[src/rtl/dp_result_fifo.sv]
// Result capture FIFO for a generated datapath.
// Buffers {x, z} result pairs and drains them through a valid/ready handshake.
// Full/empty are decided from the occupancy counter, never from the pointers.
// A word offered while full is dropped and latched into the sticky overflow flag.
module dp_result_fifo #(
  parameter int unsigned XW    = 16,
  parameter int unsigned ZW    = 8,
  parameter int unsigned DEPTH = 4,
  parameter int unsigned AW    = 2
) (
  input  logic          Clk,
  input  logic          Rst,
  input  logic          in_valid,
  input  logic [XW-1:0] x,
  input  logic [ZW-1:0] z,
  output logic          in_ready,
  output logic          out_valid,
  output logic [XW-1:0] out_x,
  output logic [ZW-1:0] out_z,
  input  logic          out_ready,
  output logic [AW:0]   count,
  output logic          overflow,
  input  logic          clr_ovf
);

  logic [XW-1:0] r_mem_x [DEPTH];
  logic [ZW-1:0] r_mem_z [DEPTH];
  logic [AW-1:0] r_wr_ptr;
  logic [AW-1:0] r_rd_ptr;
  logic [AW:0]   r_count;
  logic          r_overflow;

  logic w_full;
  logic w_empty;
  logic w_push;
  logic w_pop;
  logic w_drop;

  // Handshake decode; in_ready depends only on the registered count.
  always_comb begin
    w_full  = (r_count == (AW+1)'(DEPTH));
    w_empty = (r_count == '0);
    w_push  = in_valid & ~w_full;
    w_pop   = ~w_empty & out_ready;
    w_drop  = in_valid & w_full;
  end

  assign in_ready  = ~w_full;
  assign out_valid = ~w_empty;
  assign out_x     = r_mem_x[r_rd_ptr];
  assign out_z     = r_mem_z[r_rd_ptr];
  assign count     = r_count;
  assign overflow  = r_overflow;

  // Storage write; reset clears every entry so the head reads 0 afterwards.
  always_ff @(posedge Clk or posedge Rst) begin
    if (Rst) begin
      for (int i = 0; i < int'(DEPTH); i++) begin
        r_mem_x[i] <= '0;
        r_mem_z[i] <= '0;
      end
    end else if (w_push) begin
      r_mem_x[r_wr_ptr] <= x;
      r_mem_z[r_wr_ptr] <= z;
    end
  end

  // Pointer advance; AW-bit pointers wrap naturally at DEPTH.
  always_ff @(posedge Clk or posedge Rst) begin
    if (Rst) begin
      r_wr_ptr <= '0;
      r_rd_ptr <= '0;
    end else begin
      if (w_push) r_wr_ptr <= r_wr_ptr + AW'(1);
      if (w_pop)  r_rd_ptr <= r_rd_ptr + AW'(1);
    end
  end

  // Occupancy: simultaneous push and pop leave it unchanged.
  always_ff @(posedge Clk or posedge Rst) begin
    if (Rst) begin
      r_count <= '0;
    end else begin
      case ({w_push, w_pop})
        2'b10:   r_count <= r_count + (AW+1)'(1);
        2'b01:   r_count <= r_count - (AW+1)'(1);
        default: r_count <= r_count;
      endcase
    end
  end

  // Sticky overflow; a new drop takes priority over a clear in the same cycle.
  always_ff @(posedge Clk or posedge Rst) begin
    if (Rst) begin
      r_overflow <= 1'b0;
    end else if (w_drop) begin
      r_overflow <= 1'b1;
    end else if (clr_ovf) begin
      r_overflow <= 1'b0;
    end
  end

endmodule
[config.mk]
export PLATFORM = sky130hd
export DESIGN_NAME = dp_result_fifo
export DESIGN_NICKNAME = d
export VERILOG_FILES = /design/src/rtl/dp_result_fifo.sv
export SDC_FILE = /design/constraint.sdc
export NUM_CORES = 1
export LEC_CHECK = 0
export BUFFER_PORTS_ARGS = -buffer_cell sky130_fd_sc_hd__buf_4
export CAP_MARGIN = 15
export CELL_PAD_IN_SITES_DETAIL_PLACEMENT = 0
export CELL_PAD_IN_SITES_GLOBAL_PLACEMENT = 1
export CORE_MARGIN = 2
export CORE_UTILIZATION = 50
export DETAILED_ROUTE_END_ITERATION = 16
export PLACE_DENSITY_LB_ADDON = 0.12
export RECOVER_POWER = 25
export SYNTH_ARGS = -nofsm -noshare
export SYNTH_HDL_FRONTEND = slang
export SYNTH_SLANG_ARGS = --single-unit
[constraint.sdc]
create_clock -name Clk -period 4.5 [get_ports Clk]
set_input_delay 0.9 -clock Clk [delete_from_list [all_inputs] [get_ports Clk]]
set_output_delay 0.9 -clock Clk [all_outputs]
set_load 0.1 [all_outputs]
==> reports/results.txt <==
outcome -> finished with violations
Mapped Cells -> 276
Die Y -> 103 um
WL/cell -> 18.5 um
Fin. Hold Viols -> 0
worst-margin pin slew -> 2.09 ns
CTS sink cnt -> 104
Clock Latency Late Sink -> 0.37 ns
critical path arrival -> 2.47 ns
kind of critical path -> flop to primary output
Required @ worst endpoint -> 3.60 ns
drt total wl -> 8730 um
Yosys cell types -> 22
met1 wire length -> 4190 um
synth warn -> 0
synthesized flop and latch total -> 104
row count -> 36
total iterations of the first detailed-routing run -> 4
max-slew violation count -> 57
number of global-route vias before repair -> 2610
GR Overflow Total -> 0
post-DP HPWL -> 5330 um
Total Routing Usage GR -> 0.176
first-pass GRT wire length -> 13900 um
met3 wire length -> 356 um
Max Clk Rate -> 296 MHz
Core Region -> 9680 um2
Antenna Cells -> 0
setup tns final -> 0 ns
Starting Density -> 0.510
Hold Buf Count CTS -> 0
Worst Hold Class -> flop to flop
CTS Buffer Depth -> 2
Final Util -> 0.580
clk slew on worst S/H paths -> 0.10 ns
top-level I/O count -> 59
pre-CTS WS -> 1.71 ns
placer's final routability congestion estimate -> 0.687
layout overhead on the synthesized area -> 13.6%
RSZ-0062 raised after global routing -> no
Die ar. -> 10700 um2
period utilization -> 0.750
net count after synthesis -> 311
Finish-stage setup viols -> 0
Max Cap Viol -> 2
Final ANT Viol Nets -> 0
setup ws final -> 1.13 ns
initial antenna violation count -> 0
Slew headroom -> -0.399
layout cells sized above 1 -> 0.599
post-CTS resize count -> 0
critical path launch point type -> flop
Post-Synthesis Cell Area -> 4940 um2
CTS Buf Count -> 9
vias per inst -> 5.23
postcts setup bufs -> 0
largest net degree at the start of global routing -> 49
Min Clock Period, post-route -> 3.37 ns
initial drt markers -> 49
chip width -> 103 um
H-tree Lvls -> 3
skew final -> 0.00536 ns
CTS tree -> yes
crit-path max FO -> 7
Max Used Layer -> met4
DRC -> 0
clock root cell -> clkbuf_8
violated checks -> capacitance limit, slew limit
Mean Syn Cell Area -> 17.9 um2
routed wl met2 -> 4120 um
# nets final -> 369
Seq/Total Area, Yosys -> 0.526
DR vias -> 2467
Port Buffers -> 58
Critical Path End Type -> primary output
==> state kept, by name, indices dropped and copies added, names as in the netlist <==
| signal | flops |
|---|---|
| r_mem_x | 64 |
| overflow | 1 |
| r_mem_z | 32 |
| count | 3 |
| r_wr_ptr | 2 |
| r_rd_ptr | 2 |
==> through the flow <==
step / instances / cell area, um2 / hold WS [ns]
finish: 472 / 5620 / 0.510
global route: 472 / 5620 / 0.528
global placement: 456 / 5460 / 0.484
detailed placement: 456 / 5460 / 0.489
floorplan: 276 / 4940 / 0.475
CTS: 472 / 5630 / 0.515
==> placed cells by master (no fill, tap or decap), types with 2 or more instances in the layout <==
cell type,Yosys,layout
inv_1,8,7
inv_6,0,2
dfrtp_1,104,103
mux2_2,17,17
clkinvlp_4,0,2
xor2_1,3,3
nor2_4,4,4
mux4_2,24,24
mux2_4,80,80
clkinv_4,0,2
xnor2_1,3,3
nand2_1,6,6
ha_1,5,5
buf_4,0,59
clkbuf_8,0,9
==> cell type report <==
cell class | count | area (um2)
tap | 133 | 166
fill | 754 | 4070
timing repair buffer | 61 | 454
multi-input combinational | 150 | 2180
sequential | 104 | 2600
clock inverter | 7 | 55.1
inverter | 8 | 31.3
clock buffer | 9 | 124
==> routing by layer <==
layer | track usage | vias up
li1 | - | 1116
met1 | 0.256 | 1298
met2 | 0.262 | 48
met3 | 0.0511 | 5
met4 | 0.0455 | 0
met5 | 0 | -
==> cells in the mapped netlist, drive strengths merged <==
cell    number  area [um2]
mux2        97        1390
ha           5        62.6
xor2         3        26.3
nand2b       1        6.26
clkbuf       2        7.51
o31a         1        8.76
o21ai        1        5.00
or3          1        6.26
nor2         5        48.8
dfrtp      104        2600
fa           1        20.0
xnor2        3        26.3
nand2        6        22.5
nor3b        1        18.8
inv          8        30.0
mux4        24         541
buf         12         109
mux2i        1        10.0
==> kinds of logic after synthesis <==
family	Yosys count	share of synthesized area
DFF	104	0.526
adders and majority gates	6	0.0167
AOI/OAI and AO/OA	2	0.00278
muxes	122	0.393
xor gates and xnor gates	6	0.0106
buffers and inverters	22	0.0296
and+or+nand+nor	14	0.0208
==> worst max-delay path, cell delays in order, from the launching register on <==
cell and delay, ns:
dfrtp_1 0.45, nor3b_1 1.25, inv_1 0.11, buf_4 0.29
==> worst paths after layout <==
path,cells past startpoint,startpoint,to,slack (ns)
worst max-delay path,3,count[0],in_ready,1.13
worst min-delay path,1,r_mem_x[13],r_mem_x[13],0.51
worst max register to register,8,count[0],count[2],1.39
worst min register to register,1,r_mem_x[13],r_mem_x[13],0.51
max in group asynchronous,3,Rst,r_mem_x[20],1.73
min in group asynchronous,2,Rst,r_mem_z[27],1.08
Power is left out: the tool's default activity adds up to more than one toggle a clock period on the data nets, which glitch-free logic cannot reach.
